[config.mk]
export PLATFORM = sky130hd
export DESIGN_NAME = muldiv_unit
export DESIGN_NICKNAME = d
export VERILOG_FILES = /design/src/rtl/muldiv_pkg.sv /design/src/rtl/muldiv_unit.sv
export SDC_FILE = /design/constraint.sdc
export NUM_CORES = 1
export LEC_CHECK = 0
export CAP_MARGIN = 20
export CORE_UTILIZATION = 40
export CTS_CLUSTER_DIAMETER = 150
export DETAILED_ROUTE_END_ITERATION = 8
export GPL_TIMING_DRIVEN = 0
export HOLD_SLACK_MARGIN = 0.05
export PLACE_DENSITY = 0.66
export SYNTH_ARGS = -nofsm -noshare
export SYNTH_HDL_FRONTEND = slang
export SYNTH_SLANG_ARGS = --single-unit
[constraint.sdc]
create_clock -name clk -period 4.8 [get_ports clk]
set_input_delay 1.44 -clock clk [delete_from_list [all_inputs] [get_ports clk]]
set_output_delay 1.44 -clock clk [all_outputs]
set_load 0.01 [all_outputs]
[src/rtl/muldiv_pkg.sv]
// Shared types for the RV32M multiply/divide unit: operand width, funct3 operation codes and FSM states.
package muldiv_pkg;

  localparam int XLEN = 32;

  typedef enum logic [2:0] {
    OP_MUL    = 3'b000,
    OP_MULH   = 3'b001,
    OP_MULHSU = 3'b010,
    OP_MULHU  = 3'b011,
    OP_DIV    = 3'b100,
    OP_DIVU   = 3'b101,
    OP_REM    = 3'b110,
    OP_REMU   = 3'b111
  } muldiv_op_e;

  typedef enum logic [1:0] {
    ST_IDLE = 2'd0,
    ST_CALC = 2'd1,
    ST_FIX  = 2'd2,
    ST_DONE = 2'd3
  } muldiv_state_e;

endpackage

[src/rtl/muldiv_unit.sv]
// Iterative RV32M unit: radix-2 shift-add multiply / restoring divide on magnitudes, sign fixed up afterwards.
// Latency BIT_WIDTH+2 cycles to done (1 cycle for divide-by-zero/overflow); start is ignored unless IDLE.
module muldiv_unit
  import muldiv_pkg::*;
#(
  parameter int BIT_WIDTH = XLEN
) (
  input  logic                 clk,
  input  logic                 rst_n,
  input  logic                 start,
  input  logic [2:0]           funct3,
  input  logic [BIT_WIDTH-1:0] rs1_data,
  input  logic [BIT_WIDTH-1:0] rs2_data,
  output logic                 busy,
  output logic                 done,
  output logic [BIT_WIDTH-1:0] result
);

  localparam int W  = BIT_WIDTH;
  localparam int CW = $clog2(BIT_WIDTH) + 1;
  localparam logic [CW-1:0] LAST_ITER = CW'(BIT_WIDTH - 1);
  localparam logic [W-1:0]  MIN_NEG   = {1'b1, {(W-1){1'b0}}};

  function automatic logic rs1_signed(input muldiv_op_e op);
    return op inside {OP_MUL, OP_MULH, OP_MULHSU, OP_DIV, OP_REM};
  endfunction

  function automatic logic rs2_signed(input muldiv_op_e op);
    return op inside {OP_MUL, OP_MULH, OP_DIV, OP_REM};
  endfunction

  // The most negative value negates to itself, which is exactly its unsigned magnitude.
  function automatic logic [W-1:0] magnitude(input logic [W-1:0] x, input logic neg);
    return neg ? -x : x;
  endfunction

  muldiv_state_e   state_q;
  muldiv_op_e      op_q;
  logic            neg_a_q, neg_b_q;
  logic [W-1:0]    b_mag_q;
  logic [2*W-1:0]  acc_q;
  logic [CW-1:0]   cnt_q;
  logic            busy_q, done_q;
  logic [W-1:0]    result_q;

  muldiv_op_e      op_in;
  logic            in_neg_a, in_neg_b, in_div_zero, in_overflow;

  assign op_in       = muldiv_op_e'(funct3);
  assign in_neg_a    = rs1_signed(op_in) & rs1_data[W-1];
  assign in_neg_b    = rs2_signed(op_in) & rs2_data[W-1];
  assign in_div_zero = funct3[2] && (rs2_data == '0);
  assign in_overflow = (op_in == OP_DIV || op_in == OP_REM) &&
                       (rs1_data == MIN_NEG) && (rs2_data == '1);

  logic [W:0]     mul_sum, div_sh, div_diff;
  logic [2*W-1:0] mul_next, div_next, prod_signed, acc_d;
  logic [W-1:0]   quo, rem, result_d;

  // acc_q holds {high, low} product for multiplies and {remainder, quotient} for divides.
  always_comb begin
    mul_sum     = {1'b0, acc_q[2*W-1:W]} + (acc_q[0] ? {1'b0, b_mag_q} : '0);
    mul_next    = {mul_sum, acc_q[W-1:1]};
    div_sh      = {acc_q[2*W-1:W], acc_q[W-1]};
    div_diff    = div_sh - {1'b0, b_mag_q};
    div_next    = div_diff[W] ? {div_sh[W-1:0],   acc_q[W-2:0], 1'b0}
                              : {div_diff[W-1:0], acc_q[W-2:0], 1'b1};
    acc_d       = op_q[2] ? div_next : mul_next;
    prod_signed = (neg_a_q ^ neg_b_q) ? -acc_q : acc_q;
    quo         = acc_q[W-1:0];
    rem         = acc_q[2*W-1:W];
    case (op_q)
      OP_MUL:                        result_d = prod_signed[W-1:0];
      OP_MULH, OP_MULHSU, OP_MULHU:  result_d = prod_signed[2*W-1:W];
      OP_DIV, OP_DIVU:               result_d = (neg_a_q ^ neg_b_q) ? -quo : quo;
      default:                       result_d = neg_a_q ? -rem : rem;
    endcase
  end

  always_ff @(posedge clk or negedge rst_n) begin
    if (!rst_n) begin
      state_q  <= ST_IDLE;
      op_q     <= OP_MUL;
      neg_a_q  <= 1'b0;
      neg_b_q  <= 1'b0;
      b_mag_q  <= '0;
      acc_q    <= '0;
      cnt_q    <= '0;
      busy_q   <= 1'b0;
      done_q   <= 1'b0;
      result_q <= '0;
    end else begin
      case (state_q)
        ST_IDLE: begin
          done_q <= 1'b0;
          if (start) begin
            op_q    <= op_in;
            neg_a_q <= in_neg_a;
            neg_b_q <= in_neg_b;
            b_mag_q <= magnitude(rs2_data, in_neg_b);
            acc_q   <= {{W{1'b0}}, magnitude(rs1_data, in_neg_a)};
            cnt_q   <= '0;
            busy_q  <= 1'b1;
            if (in_div_zero || in_overflow) begin
              // funct3[1] separates remainder ops from quotient ops.
              if (in_div_zero) result_q <= funct3[1] ? rs1_data : '1;
              else             result_q <= funct3[1] ? '0 : MIN_NEG;
              done_q  <= 1'b1;
              state_q <= ST_DONE;
            end else begin
              state_q <= ST_CALC;
            end
          end
        end
        ST_CALC: begin
          acc_q <= acc_d;
          cnt_q <= cnt_q + CW'(1);
          if (cnt_q == LAST_ITER) state_q <= ST_FIX;
        end
        ST_FIX: begin
          result_q <= result_d;
          done_q   <= 1'b1;
          state_q  <= ST_DONE;
        end
        ST_DONE: begin
          done_q  <= 1'b0;
          busy_q  <= 1'b0;
          state_q <= ST_IDLE;
        end
        default: state_q <= ST_IDLE;
      endcase
    end
  end

  assign busy   = busy_q;
  assign done   = done_q;
  assign result = result_q;

endmodule

==> reports/metrics.yaml, run 1 <==
status:
  status: "completed"
drt:
  drtPass1Iterations: 7
  drt_iter0_drc: 1173
  wl_per_cell_um: 21.20
  route.vias.total: 14420
  postRouteAntennaNets: 0
  vias_per_cell: 5.974
  drt_drc_violations_left: 0
  wl_mm: 51.16
timing:
  tightest_slew_ps: 1055
  setup_viol: 0
  fin_worst_skew_ps: 11.44
  tns_ps: 0
  rsz0062_at_grt: "no"
  max-slew-margin-rel_pct: 29.02
  period_needed_ps: 4718
  drv_slew: 0
  holdWs_ps: 475.8
  final.period_utilization_pct: 98.28
  max_freq_mhz: 212.0
  finalHoldViolCount: 0
synthesis:
  syn_area_per_cell_um2: 7.578
  syn-cell-area_mm2: 0.01387
  ys_seq_area_share_pct: 25.80
  synthesis.nets: 1977
  synth-seq-cells: 143
  ys.flop_type: "dfrtp_1"
  synth.distinct_cells: 73
  async_flop_share_pct: 100.0
  syn_inst: 1830
  synth_edf_count: 0
  yosysWarnings: 0
worst_hold_path:
  hold-path-endpoint: "result[11]$_DFFE_PN0P_"
  hold_path_class: "flop to flop"
  hp-start: "result[11]$_DFFE_PN0P_"
  hold_depth: 2
power:
  ir_drop_uv: 295.6
  p_per_area_mw_per_mm2: 741.1
  leakage_uw: 0.006747
clock_tree:
  cts_sinks: 143
  htree_levels: 4
  cts_tree: "yes"
  root_buffer: "clkbuf_16"
  hold_buffers: 0
  clk_latency_ps: 450
  cts_buffer_depth: 2
  clk_pin_slew_ps: 70
  cts_buffers: 17
placement:
  port_buffers: 103
  dp_hpwl_mm: 40.53
  routabilityCongestion: 1.031
die:
  die-area_mm2: 0.03542
  core_area_mm2: 0.03378
  die_x_um: 188.2
  boundaryPins: 104
  die_h_um: 188.2
  rows: 67
  start_util_pct: 41.05
layout:
  seqCellArea_mm2: 0.003578
  utilization_pct: 47.76
  nNetsFinal: 2099
  multi_input_area_mm2: 0.009664
  syn2layout_area_growth_pct: 16.35
  antenna_cells: 0
  nFillCells: 3368
  layout-drive-gt1-share_pct: 3.919
worst_setup_path:
  timing.rr.end: "acc_q[35]$_DFFE_PN0P_"
  crit_top_cell: "nor3_2"
  critical-path-top-delay-family: "simple AND/OR/NAND/NOR gates"
  cp-end-kind: "flop"
  max_stage_delay_ps: 630
  crit_chain: "clkdlybuf4s50_1 > or4_1 > or3_1 > nor3_2 > nand3_2 > nor3_2 > a22o_1 > a21o_1 > buf_2 > o21ai_0 > o31ai_2"
  required_ps: 5150
  crit_buf_inv: 2
  reg2reg_from: "acc_q[31]$_DFFE_PN0P_"
  crit_arrival_ps: 5070
  startpoint_type: "input port"
  crit_fanout: 10
  reg2reg_slack_ps: 220
  path_class: "input port to flop"
  worst-r2r-cell-count: 14
  slowest_stage: "or4_1"
global_route:
  use_met1_pct: 38.16
  grt_pass1_wl_mm: 79.07
  grt_pass1_vias: 13810
  globalRouteTotalUtil_pct: 28.92
  grt-ovfl-total: 0
  busiest_layer: "met2"
  grt_max_degree: 74
  grtUsageMet2_pct: 47.84
  use_met3_pct: 3.483
  antenna_found_initial: 0
flow_run:
  cap_violations: 0
-- cells by family after synthesis --
family / count (synthesis) / share of synthesized area, %
AOI/OAI and AO/OA: 599 / 26.40
xor gates and xnor gates: 196 / 12.38
adders and majority gates: 77 / 7.055
buffers and inverters: 179 / 4.908
DFF: 143 / 25.80
muxes: 54 / 3.898
and+or+nand+nor: 582 / 19.56
-- per-stage QoR --
| step | power (µW) | std cells | setup WS, ps | instance area [µm²] |
|---|---|---|---|---|
| after floorplan | 7749 | 1830 | 807.3 | 13870 |
| after global placement | 10280 | 2381 | -3759 | 15460 |
| after detailed placement | 10380 | 2382 | -1136 | 15490 |
| after CTS | 11800 | 2414 | 27.47 | 16120 |
| after global routing | 12810 | 2413 | 16.84 | 16140 |
| final | 11960 | 2413 | 82.44 | 16140 |
-- area by class of cell --
class | count | area share [%]
multi-input cells | 1508 | 59.89
flip-flops and latches | 143 | 22.18
repair buffers | 104 | 6.568
well taps | 448 | 3.474
clock buffers | 17 | 2.636
plain buffers | 107 | 2.598
inverters | 71 | 1.652
clock inverters | 15 | 1.000
-- state kept, by name, indices dropped and copies added (netlist names) --
name and count:
b_mag_q 32, neg_b_q 1, op_q 3, neg_a_q 1, busy 1, done 1, acc_q 64, result 32
state_q 2, cnt_q 6
-- synthesized netlist by cell type, types with 5 or more instances --
master     count  share of area, %
a2111oi_0      5              0.32
a211oi_1      10              0.54
a21o_1        32               1.7
a21oi_1      123               4.4
a221oi_1       8              0.51
a22oi_1       23               1.2
a31oi_1       15              0.68
and2_1        10              0.45
and3_1         7              0.32
buf_1          6              0.16
clkbuf_1     100               2.7
dfrtp_1      143                26
ha_1          75               6.8
inv_1         71               1.9
mux2i_1       54               3.9
nand2_1      231               6.3
nand2b_1      22              0.99
nand3_1       13              0.47
nand4_1       19              0.86
nor2_1       147               4.0
nor2b_1       17              0.77
nor3_1        31               1.1
nor4_1        17              0.77
o211ai_1       9              0.49
o21a_1        10              0.54
o21ai_0      238               8.6
o21ai_1        6              0.22
o21bai_1       5              0.27
o221ai_1      23               1.5
o22ai_1       17              0.77
o31a_1         5              0.32
o31ai_1       25               1.4
o41ai_1        7              0.44
or2_2         12              0.54
or3_1         22              0.99
or4_1         15              0.81
xnor2_1      108               6.8
xor2_1        88               5.6
-- power by group --
group          switching, µW  internal [µW]  leakage (µW)  total [µW]
sequential               585           1730       0.00181        2320
combinational           5160           3110       0.00466        8270
clock                    599            771      0.000277        1370
-- repair_timing --
action	in CTS	in global routing
resized for setup	12	8
hold endpoints to repair	0	0
buffers inserted	0	0
setup endpoints to repair	61	29
-- worst max-delay path by stage --
stage | startpoint | to | slack [ps] | cells past startpoint
after floorplan | rs2_data[6] | result[26]$_DFFE_PN0P_ | 810 | 10
after global placement | rst_n | b_mag_q[31]$_DFFE_PN0P_ | -3760 | 1
after detailed placement | rs2_data[6] | result[26]$_DFFE_PN0P_ | -1140 | 11
after CTS | rs1_data[9] | result[26]$_DFFE_PN0P_ | 30 | 11
after global routing | rs2_data[6] | result[26]$_DFFE_PN0P_ | 20 | 11
final | rs1_data[9] | result[26]$_DFFE_PN0P_ | 80 | 11
-- worst register-to-register path, cell delays in order (launching register included) --
cell      delay, ps
dfrtp_1         570
inv_1           250
ha_1            290
fa_1            400
nand2b_1        230
a21oi_1         230
o21ai_0         230
o211ai_1        350
o31a_1          340
o21ai_0         260
xnor2_2         400
buf_2           420
mux2i_1         230
a21oi_1          80
a21o_1          190
-- metal layers --
metal | up-vias | wire length, µm | share of wire (%)
met1 | 6885 | 22160 | 43
met5 | - | 0 | 0
met4 | 0 | 1897 | 3.7
met2 | 613 | 23500 | 46
met3 | 108 | 3597 | 7.0
li1 | 6809 | - | -
-- layout by cell type, fill, tap and decap left out, types with 54 or more instances in the layout --
master,count
clkdlybuf4s50_1,102
nand2_1,231
ha_1,75
mux2i_1,54
a21oi_1,122
xnor2_1,107
nor2_1,147
inv_1,71
xor2_1,88
o21ai_0,238
dfrtp_1,143
clkbuf_1,92
Power figures use the tool's default switching activity.
==> run 2: changes to the inputs <==
==> constraint.sdc (replaced) <==
create_clock -name clk -period 4.8 [get_ports clk]
set_input_delay 0.48 -clock clk [delete_from_list [all_inputs] [get_ports clk]]
set_output_delay 0.48 -clock clk [all_outputs]
set_load 0.01 [all_outputs]
==> reports/metrics.yaml, run 2 (synthesis gave the netlist of run 1 again) <==
die:
  die_x_um: 188.2  # unchanged
  start_util_pct: 41.05  # unchanged
  core_area_mm2: 0.03378  # unchanged
  rows: 67  # unchanged
  die-area_mm2: 0.03542  # unchanged
  boundaryPins: 104  # unchanged
  die_h_um: 188.2  # unchanged
timing:
  max_freq_mhz: 216.1  # was 212.0 MHz
  setup_viol: 0  # unchanged
  drv_slew: 0  # unchanged
  fin_worst_skew_ps: 12.69  # was 11.44 ps
  finalHoldViolCount: 0  # unchanged
  tightest_slew_ps: 1004  # was 1055 ps
  postLayoutSetupSlackWorst_ps: 172.7  # was 82.44 ps
  max-slew-margin-rel_pct: 33.10  # was 29.02%
  period_needed_ps: 4627  # was 4718 ps
  holdWs_ps: 39.29  # was 475.8 ps
  rsz0062_at_grt: "no"  # unchanged
  final.period_utilization_pct: 96.40  # was 98.28%
worst_setup_path:
  crit_fanout: 10  # unchanged
  required_ps: 5130  # was 5150 ps
  cp-end-kind: "flop"  # unchanged
  crit_chain: "clkdlybuf4s50_1 > or4_1 > nor2_1 > nor4b_1 > and3_1 > and4b_1 > a22o_1 > a21o_1 > clkbuf_1 > o21ai_0 > o31ai_1"  # was clkdlybuf4s50_1 > or4_1 > or3_1 > nor3_2 > nand3_2 > nor3_2 > a22o_1 > a21o_1 > buf_2 > o21ai_0 > o31ai_2
  reg2reg_slack_ps: 220  # about the same
  crit_buf_inv: 2  # unchanged
  worst-r2r-cell-count: 13  # was 14
  timing.rr.end: "result[14]$_DFFE_PN0P_"  # was acc_q[35]$_DFFE_PN0P_
  critical-path-top-delay-family: "simple AND/OR/NAND/NOR gates"  # unchanged
  reg2reg_from: "acc_q[0]$_DFFE_PN0P_"  # was acc_q[31]$_DFFE_PN0P_
  crit_arrival_ps: 4960  # was 5070 ps
  path_class: "input port to flop"  # unchanged
  max_stage_delay_ps: 720  # was 630 ps
  slowest_stage: "nor4b_1"  # was or4_1
  startpoint_type: "input port"  # unchanged
layout:
  utilization_pct: 47.63  # was 47.76%
  syn2layout_area_growth_pct: 16.02  # was 16.35%
  nNetsFinal: 2100  # was 2099
  antenna_cells: 0  # unchanged
  largest_reg_flops: 64  # unchanged
  design_area_mm2: 0.01609  # was 0.01614 mm²
  final_cell_mix: "238 x o21ai_0, 231 x nand2_1, 147 x nor2_1, 143 x dfrtp_1, 123 x a21oi_1"  # was 238 x o21ai_0, 231 x nand2_1, 147 x nor2_1, 143 x dfrtp_1, 122 x a21oi_1
  final_common_cell: "o21ai_0"  # unchanged
  regMostFlops: "acc_q"  # unchanged
  layout-drive-gt1-share_pct: 3.408  # was 3.919%
drt:
  drtPass1Iterations: 6  # was 7
  vias_per_cell: 5.981  # was 5.974
  route.vias.total: 14440  # was 14420
  wl_mm: 51.03  # was 51.16 mm
  drt_drc_violations_left: 0  # unchanged
  wl_per_cell_um: 21.14  # was 21.20 µm
  postRouteAntennaNets: 0  # unchanged
  drt_iter0_drc: 1274  # was 1173
global_route:
  globalRouteTotalUtil_pct: 28.89  # was 28.92%
  grt_max_degree: 74  # unchanged
  grt-ovfl-total: 0  # unchanged
  grt_pass1_vias: 13810  # about the same
  grt_pass1_wl_mm: 79.02  # was 79.07 mm
  antenna_found_initial: 0  # unchanged
clock_tree:
  cts_buffers: 17  # unchanged
  root_buffer: "clkbuf_16"  # unchanged
  cts_sinks: 143  # unchanged
  htree_levels: 4  # unchanged
  post_cts_buffers: 0  # unchanged
  hold_buffers: 0  # unchanged
  cts_tree: "yes"  # unchanged
  clk_pin_slew_ps: 70  # about the same
  cts_buffer_depth: 2  # unchanged
  clk_latency_ps: 450  # about the same
placement:
  dp_hpwl_mm: 40.53  # unchanged
  dpl_cell_area_mm2: 0.01549  # unchanged
  preCtsSetupSlack_ps: -309.2  # was -1136 ps
  port_buffers: 103  # unchanged
  routabilityCongestion: 1.031  # unchanged
power:
  ir_drop_uv: 295.3  # was 295.6 µV
  leakage_uw: 0.006736  # was 0.006747 µW
  power.total_uw: 11940  # was 11960 µW
  p_per_area_mw_per_mm2: 742.2  # was 741.1 mW/mm²
status:
  status: "completed"  # unchanged
worst_hold_path:
  hold_path_class: "input port to asynchronous set/reset pin"  # was flop to flop
flow_run:
  cap_violations: 0  # unchanged
## run 2: worst max-delay path by stage
stage	to	from	cells past startpoint	slack, ps
2_1_floorplan	acc_q[62]$_DFFE_PN0P_	acc_q[0]$_DFFE_PN0P_	14	1270
3_3_place_gp	b_mag_q[31]$_DFFE_PN0P_	rst_n	1	-2800
3_5_place_dp	acc_q[35]$_DFFE_PN0P_	acc_q[31]$_DFFE_PN0P_	15	-310
4_1_cts	acc_q[35]$_DFFE_PN0P_	acc_q[31]$_DFFE_PN0P_	15	90
5_1_grt	result[26]$_DFFE_PN0P_	rs2_data[6]	11	30
6_report	result[26]$_DFFE_PN0P_	rs2_data[6]	11	170
## run 2: what timing repair did
action                                  4_1_cts  5_1_grt
resized for setup                             5        2
pin swaps                                     0        0
endpoints found under the hold margin         0        0
endpoints found under the setup margin       31       11
## run 2: power by group
part | switching, µW | internal, µW
Clock | 600 | 771
Sequential | 583 | 1730
Combinational | 5150 | 3110
## run 2: through the flow
stage	cells	setup TNS [ps]
after detailed placement	2382	-5673
after global routing	2414	0
after CTS	2414	0
after floorplan	1830	0
after global placement	2381	-400500
final	2414	0
## run 2: final cells by class
class,count,area [µm²]
inverter,71,266.5
timing repair buffer,105,1065
tap,448,560.5
buffer,107,415.4
multi-input combinational,1508,9618
fill,3374,17690
sequential,143,3578
clock inverter,15,161.4
clock buffer,17,425.4
## run 2: per-layer routing
metal / GRT usage (%) / part of all wire [%] / up-vias
met4: 11.32 / 3.4 / 0
met1: 38.10 / 43 / 6839
met2: 47.94 / 46 / 675
met3: 3.613 / 7.4 / 101
met5: 0 / 0 / -
li1: - / - / 6823
